==> src/rtl/seq_signed_divider.sv <==
// Multi-cycle signed divider: radix-2 restoring division on magnitudes, then sign correction.
// Optional macro SDIV_OVF_FLAG_EN adds an ovf output flagging the -2^(WIDTH-1) / -1 case.
module seq_signed_divider #(
  parameter int WIDTH = 8
) (
  input  logic             clk,
  input  logic             rst,
  input  logic             start,
  input  logic [WIDTH-1:0] dividend,
  input  logic [WIDTH-1:0] divisor,
  output logic             busy,
  output logic             done,
  output logic [WIDTH-1:0] quotient,
  output logic [WIDTH-1:0] remainder,
`ifdef SDIV_OVF_FLAG_EN
  output logic             ovf,
`endif
  output logic             div_by_zero
);

  localparam int CW = $clog2(WIDTH);
  localparam logic [WIDTH-1:0] MIN_VAL = {1'b1, {(WIDTH-1){1'b0}}};

  typedef enum logic [1:0] {IDLE, ITER, FIX, DONE} state_t;

  state_t           state;
  logic             sign_q;
  logic             sign_r;
  logic [WIDTH-1:0] dvd_shift;
  logic [WIDTH-1:0] dsr_mag;
  logic [WIDTH-1:0] rem_reg;
  logic [WIDTH-1:0] q_mag;
  logic [CW-1:0]    cnt;
`ifdef SDIV_OVF_FLAG_EN
  logic             ovf_case;
`endif

  logic [WIDTH:0]   shifted;
  logic             ge;
  logic [WIDTH-1:0] diff;

  // Magnitudes stay unsigned in WIDTH bits, so -2^(WIDTH-1) maps to 2^(WIDTH-1).
  function automatic logic [WIDTH-1:0] abs_val(input logic [WIDTH-1:0] v);
    return v[WIDTH-1] ? -v : v;
  endfunction

  // One restoring step: partial remainder never exceeds |divisor|, so WIDTH+1 bits suffice.
  assign shifted = {rem_reg, dvd_shift[WIDTH-1]};
  assign ge      = (shifted >= {1'b0, dsr_mag});
  assign diff    = WIDTH'(shifted - {1'b0, dsr_mag});
  assign busy    = (state != IDLE);

  always_ff @(posedge clk or posedge rst) begin
    if (rst) begin
      state       <= IDLE;
      done        <= 1'b0;
      quotient    <= '0;
      remainder   <= '0;
      div_by_zero <= 1'b0;
      sign_q      <= 1'b0;
      sign_r      <= 1'b0;
      dvd_shift   <= '0;
      dsr_mag     <= '0;
      rem_reg     <= '0;
      q_mag       <= '0;
      cnt         <= '0;
`ifdef SDIV_OVF_FLAG_EN
      ovf         <= 1'b0;
      ovf_case    <= 1'b0;
`endif
    end else begin
      case (state)
        IDLE: begin
          done <= 1'b0;
          if (start) begin
            if (divisor == '0) begin
              quotient    <= '1;
              remainder   <= dividend;
              div_by_zero <= 1'b1;
              done        <= 1'b1;
`ifdef SDIV_OVF_FLAG_EN
              ovf         <= 1'b0;
`endif
              state       <= DONE;
            end else begin
              sign_q    <= dividend[WIDTH-1] ^ divisor[WIDTH-1];
              sign_r    <= dividend[WIDTH-1];
              dvd_shift <= abs_val(dividend);
              dsr_mag   <= abs_val(divisor);
              rem_reg   <= '0;
              q_mag     <= '0;
              cnt       <= CW'(WIDTH - 1);
`ifdef SDIV_OVF_FLAG_EN
              ovf_case  <= (dividend == MIN_VAL) && (divisor == '1);
`endif
              state     <= ITER;
            end
          end
        end
        ITER: begin
          rem_reg   <= ge ? diff : shifted[WIDTH-1:0];
          q_mag     <= {q_mag[WIDTH-2:0], ge};
          dvd_shift <= dvd_shift << 1;
          if (cnt == '0) begin
            state <= FIX;
          end else begin
            cnt <= cnt - 1'b1;
          end
        end
        FIX: begin
          quotient    <= sign_q ? -q_mag : q_mag;
          remainder   <= sign_r ? -rem_reg : rem_reg;
          div_by_zero <= 1'b0;
`ifdef SDIV_OVF_FLAG_EN
          ovf         <= ovf_case;
`endif
          done        <= 1'b1;
          state       <= DONE;
        end
        DONE: begin
          done  <= 1'b0;
          state <= IDLE;
        end
        default: state <= IDLE;
      endcase
    end
  end

endmodule

==> config.mk <==
export PLATFORM = sky130hd
export DESIGN_NAME = seq_signed_divider
export DESIGN_NICKNAME = d
export VERILOG_FILES = /design/src/rtl/seq_signed_divider.sv
export SDC_FILE = /design/constraint.sdc
export NUM_CORES = 1
export LEC_CHECK = 0
export BUFFER_PORTS_ARGS = -buffer_cell sky130_fd_sc_hd__buf_2
export CORE_MARGIN = 3
export CORE_UTILIZATION = 53
export DETAILED_ROUTE_END_ITERATION = 10
export PLACE_DENSITY = 0.78
export SYNTH_ARGS = -nofsm -noshare
export SYNTH_HDL_FRONTEND = slang
export SYNTH_SLANG_ARGS = --single-unit
==> constraint.sdc <==
create_clock -name clk -period 2 [get_ports clk]
set_input_delay 0.6 -clock clk [delete_from_list [all_inputs] [get_ports clk]]
set_output_delay 0.6 -clock clk [all_outputs]
set_load 0.02 [all_outputs]
==> flow_results.xml, run 1 <==
<?xml version="1.0" encoding="UTF-8"?>
<metrics>
  <group name="detailed_routing">
    <metric name="drt_wl_total" unit="um">8028</metric>
    <metric name="detail_route.drc_violations" unit="">0</metric>
    <metric name="drtIter0Drc" unit="">133</metric>
    <metric name="routed_wire_length_per_instance" unit="um">15.59</metric>
    <metric name="ant_nets" unit="">0</metric>
    <metric name="vias" unit="">2902</metric>
    <metric name="routed_via_density" unit="">5.635</metric>
    <metric name="drt_pass1_iterations" unit="">4</metric>
  </group>
  <group name="floorplanning">
    <metric name="core_region_area" unit="um2">6166</metric>
    <metric name="floorplan.die.width" unit="um">87.20</metric>
    <metric name="die-height" unit="um">87.20</metric>
    <metric name="die_area" unit="um2">7604</metric>
    <metric name="starting_density_of_the_core" unit="%">56.68</metric>
    <metric name="rows" unit="">28</metric>
    <metric name="io_pins" unit="">38</metric>
  </group>
  <group name="global_routing">
    <metric name="grt_max_degree" unit="">58</metric>
    <metric name="grt_util_all_layers" unit="%">22.46</metric>
    <metric name="grt_antenna_before_repair" unit="">0</metric>
    <metric name="grt_overflow_total" unit="">0</metric>
    <metric name="grt_pass1_vias" unit="">2872</metric>
    <metric name="grt_first_pass_wirelength" unit="um">13160</metric>
  </group>
  <group name="synthesis">
    <metric name="synth_sequential_area_ratio" unit="%">40.82</metric>
    <metric name="synthDominantCellAreaShare" unit="%">40.82</metric>
    <metric name="syn_area" unit="um2">3495</metric>
    <metric name="ff_latch_count_synth" unit="">57</metric>
    <metric name="synth_area_leaders" unit="">sky130_fd_sc_hd__dfrtp_1 (41%), sky130_fd_sc_hd__ha_1 (6.4%), sky130_fd_sc_hd__nand2_1 (5.3%), sky130_fd_sc_hd__mux2i_1 (4.6%), sky130_fd_sc_hd__xnor2_1 (4.3%)</metric>
    <metric name="dominant_register_cell_in_the_synthesized_netlist" unit="">sky130_fd_sc_hd__dfrtp_1</metric>
    <metric name="synth_enable_flop_cells" unit="">0</metric>
    <metric name="yosys-top-cells-count" unit="">sky130_fd_sc_hd__dfrtp_1 (57), sky130_fd_sc_hd__nand2_1 (49), sky130_fd_sc_hd__inv_1 (28)</metric>
    <metric name="synthCells" unit="">373</metric>
    <metric name="post-synth-top-count-cell" unit="">sky130_fd_sc_hd__dfrtp_1</metric>
    <metric name="post_synth_num_cell_types" unit="">52</metric>
    <metric name="synth_async_sr_flop_share" unit="%">100.0</metric>
    <metric name="synth_top_cell_by_area" unit="">sky130_fd_sc_hd__dfrtp_1</metric>
    <metric name="synth_fp_nets" unit="">411</metric>
    <metric name="yosys_warnings" unit="">0</metric>
    <metric name="avgSynthCellArea" unit="um2">9.369</metric>
  </group>
  <group name="worst_setup_path">
    <metric name="worst-r2r-cell-count" unit="">9</metric>
    <metric name="critPathCaptureType" unit="">flip-flop</metric>
    <metric name="critical_path_fanouts_max" unit="">2</metric>
    <metric name="path_buf_inv" unit="">2</metric>
    <metric name="worst_setup_path_endpoint" unit="">rem_reg[6]$_DFFE_PP0P_</metric>
    <metric name="critical_path.cell_chain" unit="">inv_2 &gt; ha_1 &gt; inv_1 &gt; fa_2 &gt; a211oi_2 &gt; o21bai_1 &gt; a21oi_2 &gt; xor2_1 &gt; o21ai_1</metric>
    <metric name="critical_path.reg2reg.endpoint" unit="">rem_reg[6]$_DFFE_PP0P_</metric>
    <metric name="r2r_slack" unit="ns">0.09</metric>
    <metric name="cp.arrival" unit="ns">2.13</metric>
    <metric name="r2r-start" unit="">dvd_shift[7]$_DFFE_PP0P_</metric>
    <metric name="critical_path.top_delay_family" unit="">compound AO/OA/AOI/OAI gates</metric>
    <metric name="crit_start" unit="">dvd_shift[7]$_DFFE_PP0P_</metric>
    <metric name="critical_path.startpoint_type" unit="">flip-flop</metric>
    <metric name="crit_type" unit="">flip-flop to flip-flop</metric>
    <metric name="slowest_stage_delay_on_critical_path" unit="ns">0.38</metric>
    <metric name="cp_num_cells" unit="">9</metric>
    <metric name="crit_required" unit="ns">2.22</metric>
    <metric name="critical_path.slowest_cell" unit="">sky130_fd_sc_hd__dfrtp_1</metric>
  </group>
  <group name="power">
    <metric name="power_per_cell_area" unit="nW/um2">1730</metric>
    <metric name="cellLeakagePower" unit="nW">1.922</metric>
    <metric name="ir_drop" unit="uV">972.7</metric>
  </group>
  <group name="final_layout">
    <metric name="share_of_layout_cells_above_drive_strength_1" unit="%">24.77</metric>
    <metric name="area_overhead_vs_synth" unit="%">20.23</metric>
    <metric name="fillers" unit="">490</metric>
    <metric name="final_net_count" unit="">473</metric>
    <metric name="postLayoutCellArea" unit="um2">4202</metric>
    <metric name="final-instance-count-excl-fill" unit="">515</metric>
    <metric name="n_antenna_cell" unit="">0</metric>
  </group>
  <group name="clocking">
    <metric name="cts_max_level" unit="">3</metric>
    <metric name="clock_insertion_delay_at_the_later_pin_of_the_skew_report" unit="ns">0.35</metric>
    <metric name="cts_root_buffer_type" unit="">sky130_fd_sc_hd__clkbuf_8</metric>
    <metric name="tritoncts" unit="">done</metric>
    <metric name="cts_setup_buffers" unit="">0</metric>
    <metric name="buffer_depth_of_the_longest_clock_path" unit="">2</metric>
    <metric name="cts_made_buffers" unit="">9</metric>
    <metric name="cts_sinks" unit="">57</metric>
    <metric name="clk_transition_reported_paths" unit="ns">0.07</metric>
  </group>
  <group name="timing">
    <metric name="worst_pin_slew" unit="ns">0.4951</metric>
    <metric name="finalWorstPathRequiredPeriod" unit="ns">1.908</metric>
    <metric name="hold_viol" unit="">0</metric>
    <metric name="fmax_achieved" unit="MHz">524.2</metric>
    <metric name="rsz0062_at_grt" unit="">true</metric>
    <metric name="slew_violations" unit="">0</metric>
    <metric name="final_min_period_over_clock_period" unit="%">95.38</metric>
    <metric name="final-setup-viol-count" unit="">0</metric>
    <metric name="clock-skew-final" unit="ns">0.01011</metric>
    <metric name="slew_headroom" unit="%">66.56</metric>
  </group>
  <group name="worst_hold_path">
    <metric name="hp-class" unit="">primary input to async pin</metric>
  </group>
  <group name="flow_run">
    <metric name="cap_violations" unit="">0</metric>
  </group>
  <group name="place">
    <metric name="placement.io_buffers" unit="">37</metric>
    <metric name="placed_cells_incl_taps" unit="">499</metric>
    <metric name="gpl.final_weighted_congestion" unit="">0.8378</metric>
    <metric name="placed_area" unit="um2">3985</metric>
    <metric name="dp_hpwl" unit="um">5874</metric>
  </group>
  <group name="run_status">
    <metric name="run_status" unit="">finished, final reports clean</metric>
  </group>
</metrics>
==> worst reg2reg max path, delay by kind of cell (launching register included) <==
| family | cells | cell delay [ns] |
|---|---|---|
| buf+inv | 2 | 0.12 |
| fa+ha+maj | 2 | 0.50 |
| flops | 1 | 0.38 |
| xor+xnor | 1 | 0.18 |
| compound gates | 4 | 0.62 |
==> layout by cell type (no fill, tap or decap), types with 10 or more instances in the layout <==
cell type / instances
sky130_fd_sc_hd__buf_2: 36
sky130_fd_sc_hd__o21ai_1: 26
sky130_fd_sc_hd__mux2i_1: 16
sky130_fd_sc_hd__buf_4: 25
sky130_fd_sc_hd__xnor2_1: 17
sky130_fd_sc_hd__o21ai_0: 16
sky130_fd_sc_hd__ha_1: 16
sky130_fd_sc_hd__a21oi_1: 15
sky130_fd_sc_hd__nand2_1: 49
sky130_fd_sc_hd__dfrtp_1: 56
sky130_fd_sc_hd__o31ai_1: 10
sky130_fd_sc_hd__inv_1: 23
sky130_fd_sc_hd__xor2_1: 11
sky130_fd_sc_hd__nor2_1: 18
==> worst min path at each step <==
stage / start / to / slack, ns
6_report: rst / quotient[0]$_DFFE_PP0P_ / 0.29
5_1_grt: rst / quotient[0]$_DFFE_PP0P_ / 0.33
4_1_cts: rst / quotient[5]$_DFFE_PP0P_ / 0.30
3_5_place_dp: cnt[0]$_DFFE_PP0P_ / cnt[0]$_DFFE_PP0P_ / 0.47
3_3_place_gp: remainder[3]$_DFFE_PP0P_ / remainder[3]$_DFFE_PP0P_ / 0.46
2_1_floorplan: cnt[0]$_DFFE_PP0P_ / cnt[0]$_DFFE_PP0P_ / 0.44
==> report_power, final <==
part | internal, W | switching [W]
sequential | 0.00163 | 0.000351
clock | 0.000439 | 0.000479
combinational | 0.00197 | 0.00240
total | 0.00404 | 0.00323
==> what timing repair did <==
action | 4_1_cts | 5_1_grt
hold buffers | 0 | 0
pin swaps | 0 | 3
gates resized for setup | 6 | 10
endpoints found under the setup margin | 2 | 7
==> routing by layer <==
metal  GRT usage [%]  part of all wire (%)
met5               0                     0
met2           37.68                    48
met3           5.203                   4.9
met1           28.61                    45
met4           7.392                   2.0
==> stage by stage <==
| step | setup WS, ns | util (%) | TNS (ns) | hold WS (ns) | total power, W |
|---|---|---|---|---|---|
| after CTS | 0.02028 | 67.59 | 0 | 0.3034 | 0.007174 |
| final | 0.09243 | 68.14 | 0 | 0.2916 | 0.007267 |
| after floorplan | 0.0003639 | - | 0 | 0.4423 | 0.004851 |
| after global placement | -0.09995 | 64.63 | -0.8455 | 0.4554 | 0.005996 |
| after global routing | -0.04267 | 68.14 | -0.04267 | 0.3251 | 0.007852 |
| after detailed placement | -0.1499 | 64.63 | -2.582 | 0.4668 | 0.006176 |
==> layout make-up <==
class | count | area (um2) | area share (%)
Clock buffer | 10 | 127.6 | 3.038
Timing Repair Buffer | 66 | 467.9 | 11.14
Clock inverter | 6 | 35.03 | 0.8338
Sequential cell | 57 | 1428 | 33.98
Inverter | 29 | 108.9 | 2.591
Multi-Input combinational cell | 272 | 1941 | 46.19
Tap cell | 75 | 93.84 | 2.233
==> cells by family after synthesis <==
kind of cell | synth area share, %
adders and majority gates | 7.018
DFF | 40.82
xor gates and xnor gates | 7.017
muxes | 5.227
buffers and inverters | 5.084
and+or+nand+nor | 13.61
AOI/OAI and AO/OA | 21.23
No activity file was read; power rests on OpenSTA's default activity.
==> run 2: changes to the inputs <==
Settings changed: PLACE_DENSITY 0.78 to 0.76, SKIP_CTS_REPAIR_TIMING from default to 1.
==> flow_results.xml, run 2 (synthesized netlist as in run 1, its figures left out) <==
<?xml version="1.0" encoding="UTF-8"?>
<metrics>
  <group name="run_status">
    <metric name="run_status" unit="">finished, final reports clean</metric>
  </group>
  <group name="global_routing">
    <metric name="grt_util_all_layers" unit="%">22.06</metric>
    <metric name="grtUsageMet2" unit="%">36.09</metric>
    <metric name="grt_antenna_before_repair" unit="">0</metric>
    <metric name="met3_usage" unit="%">4.541</metric>
    <metric name="grt_overflow_total" unit="">0</metric>
    <metric name="gr-max-usage-layer" unit="">met2</metric>
    <metric name="grt_first_pass_wirelength" unit="um">13090</metric>
    <metric name="grt_pass1_vias" unit="">2801</metric>
    <metric name="grt_use_met1" unit="%">29.99</metric>
    <metric name="grt_max_degree" unit="">22</metric>
  </group>
  <group name="timing">
    <metric name="worst_pin_slew" unit="ns">0.5211</metric>
    <metric name="final_min_period_over_clock_period" unit="%">96.12</metric>
    <metric name="clock-skew-final" unit="ns">0.01104</metric>
    <metric name="slew_headroom" unit="%">64.80</metric>
    <metric name="slew_violations" unit="">0</metric>
    <metric name="finalWorstPathRequiredPeriod" unit="ns">1.922</metric>
    <metric name="hold_viol" unit="">0</metric>
    <metric name="rsz0062_at_grt" unit="">false</metric>
    <metric name="holdWs" unit="ns">0.2662</metric>
    <metric name="fmax_achieved" unit="MHz">520.2</metric>
    <metric name="final-setup-viol-count" unit="">0</metric>
  </group>
  <group name="clocking">
    <metric name="cts_root_buffer_type" unit="">sky130_fd_sc_hd__clkbuf_8</metric>
    <metric name="buffer_depth_of_the_longest_clock_path" unit="">2</metric>
    <metric name="cts_max_level" unit="">3</metric>
    <metric name="cts_made_buffers" unit="">9</metric>
    <metric name="cts_sinks" unit="">57</metric>
    <metric name="clock_insertion_delay_at_the_later_pin_of_the_skew_report" unit="ns">0.33</metric>
    <metric name="tritoncts" unit="">done</metric>
    <metric name="clk_transition_reported_paths" unit="ns">0.07</metric>
  </group>
  <group name="power">
    <metric name="ir_drop" unit="uV">1041</metric>
    <metric name="cellLeakagePower" unit="nW">1.964</metric>
    <metric name="power_per_cell_area" unit="nW/um2">1772</metric>
  </group>
  <group name="worst_setup_path">
    <metric name="critPathCaptureType" unit="">output port</metric>
    <metric name="path_buf_inv" unit="">3</metric>
    <metric name="critical_path.slowest_cell" unit="">sky130_fd_sc_hd__dfrtp_1</metric>
    <metric name="critical_path.cell_chain" unit="">inv_1 &gt; ha_4 &gt; inv_2 &gt; buf_2</metric>
    <metric name="crit_required" unit="ns">1.40</metric>
    <metric name="crit_type" unit="">flip-flop to output port</metric>
    <metric name="critical_path.top_delay_family" unit="">flip-flops</metric>
    <metric name="critical_path_fanouts_max" unit="">7</metric>
    <metric name="critical_path.startpoint_type" unit="">flip-flop</metric>
    <metric name="slowest_stage_delay_on_critical_path" unit="ns">0.41</metric>
    <metric name="cp.arrival" unit="ns">1.32</metric>
  </group>
  <group name="detailed_routing">
    <metric name="drtIter0Drc" unit="">121</metric>
    <metric name="drt_wl_total" unit="um">7745</metric>
    <metric name="vias" unit="">2810</metric>
    <metric name="routed_via_density" unit="">5.446</metric>
    <metric name="ant_nets" unit="">0</metric>
    <metric name="drt_pass1_iterations" unit="">4</metric>
    <metric name="routed_wire_length_per_instance" unit="um">15.01</metric>
    <metric name="detail_route.drc_violations" unit="">0</metric>
  </group>
  <group name="final_layout">
    <metric name="final-instance-count-excl-fill" unit="">516</metric>
    <metric name="share_of_layout_cells_above_drive_strength_1" unit="%">23.58</metric>
    <metric name="seqCellArea" unit="um2">1426</metric>
    <metric name="fillers" unit="">490</metric>
    <metric name="mostFrequentLayoutCells" unit="">sky130_fd_sc_hd__dfrtp_1 (57), sky130_fd_sc_hd__nand2_1 (49), sky130_fd_sc_hd__buf_2 (37)</metric>
    <metric name="multi_input_comb_area" unit="um2">1923</metric>
    <metric name="layout.cells.most_common" unit="">sky130_fd_sc_hd__dfrtp_1</metric>
    <metric name="final_net_count" unit="">474</metric>
    <metric name="n_antenna_cell" unit="">0</metric>
    <metric name="area_overhead_vs_synth" unit="%">22.16</metric>
  </group>
  <group name="floorplanning">
    <metric name="rows" unit="">28</metric>
    <metric name="floorplan.die.width" unit="um">87.20</metric>
    <metric name="io_pins" unit="">38</metric>
    <metric name="die-height" unit="um">87.20</metric>
    <metric name="starting_density_of_the_core" unit="%">56.68</metric>
    <metric name="die_area" unit="um2">7604</metric>
    <metric name="core_region_area" unit="um2">6166</metric>
  </group>
  <group name="worst_hold_path">
    <metric name="hp-class" unit="">primary input to async pin</metric>
  </group>
  <group name="place">
    <metric name="gpl.final_weighted_congestion" unit="">0.8741</metric>
    <metric name="placed_cells_incl_taps" unit="">499</metric>
    <metric name="placement.io_buffers" unit="">37</metric>
    <metric name="dp_hpwl" unit="um">5964</metric>
  </group>
  <group name="flow_run">
    <metric name="cap_violations" unit="">0</metric>
  </group>
</metrics>
run 2: cell count changes in the layout (fill, tap and decap cells not counted), sizes merged:
cell,delta
clkbuf,+1
clkinvlp,-1
bufinv,+3
buf,+1
clkinv,-3
run 2: final timing paths:
| check | slack, ns | end | cells past startpoint | startpoint |
|---|---|---|---|---|
| max | 0.08 | busy | 4 | state[0]$_DFFE_PP0P_ |
| min | 0.27 | state[1]$_DFFE_PP0P_ | 2 | rst |
| max reg2reg | 0.10 | rem_reg[6]$_DFFE_PP0P_ | 9 | dvd_shift[7]$_DFFE_PP0P_ |
| min reg2reg | 0.48 | remainder[5]$_DFFE_PP0P_ | 2 | remainder[5]$_DFFE_PP0P_ |
| max in group asynchronous | 1.26 | dsr_mag[2]$_DFFE_PP0P_ | 3 | rst |
| min in group clk | 0.48 | remainder[5]$_DFFE_PP0P_ | 2 | remainder[5]$_DFFE_PP0P_ |
run 2: layer usage:
layer	vias to the layer above	part of all wire (%)
met2	67	47
li1	1426	-
met4	0	0.75
met1	1311	48
met5	-	0
met3	6	5.0
run 2: where the power goes:
part	switching, W	total [W]	internal (W)	leakage, nW
Sequential	0.000342	0.00197	0.00163	0.681
Combinational	0.00234	0.00426	0.00192	1.16
Clock	0.000476	0.00134	0.000860	0.120
run 2: worst register-to-register path, stage by stage (launching register included):
cell and delay [ns]:
sky130_fd_sc_hd__dfrtp_1 0.38, sky130_fd_sc_hd__inv_2 0.09, sky130_fd_sc_hd__ha_4 0.14, sky130_fd_sc_hd__inv_1 0.04
sky130_fd_sc_hd__fa_2 0.35, sky130_fd_sc_hd__a211oi_2 0.29, sky130_fd_sc_hd__o21bai_1 0.09, sky130_fd_sc_hd__a21oi_1 0.15
sky130_fd_sc_hd__xor2_1 0.17, sky130_fd_sc_hd__o21ai_1 0.07
run 2: area by class of cell:
| type | count | area share (%) |
|---|---|---|
| Clock buffer | 11 | 3.312 |
| Clock inverter | 5 | 2.403 |
| Inverter | 29 | 2.550 |
| Multi-Input combinational cell | 272 | 45.05 |
| Sequential cell | 57 | 33.41 |
| Tap cell | 75 | 2.198 |
| Timing Repair Buffer | 67 | 11.08 |
run 2: stage by stage:
step,instance area (um2),utilization [%],TNS [ns],setup slack (ns),total power (W)
after floorplan,3495,-,0,0.0003639,0.004851
after global placement,3985,64.63,-0.9344,-0.09836,0.005965
after detailed placement,3985,64.63,-3.209,-0.1611,0.006131
after CTS,4229,68.59,-0.2238,-0.1553,0.007486
after global routing,4269,69.24,0,0.01745,0.008184
final,4269,69.24,0,0.07761,0.007566
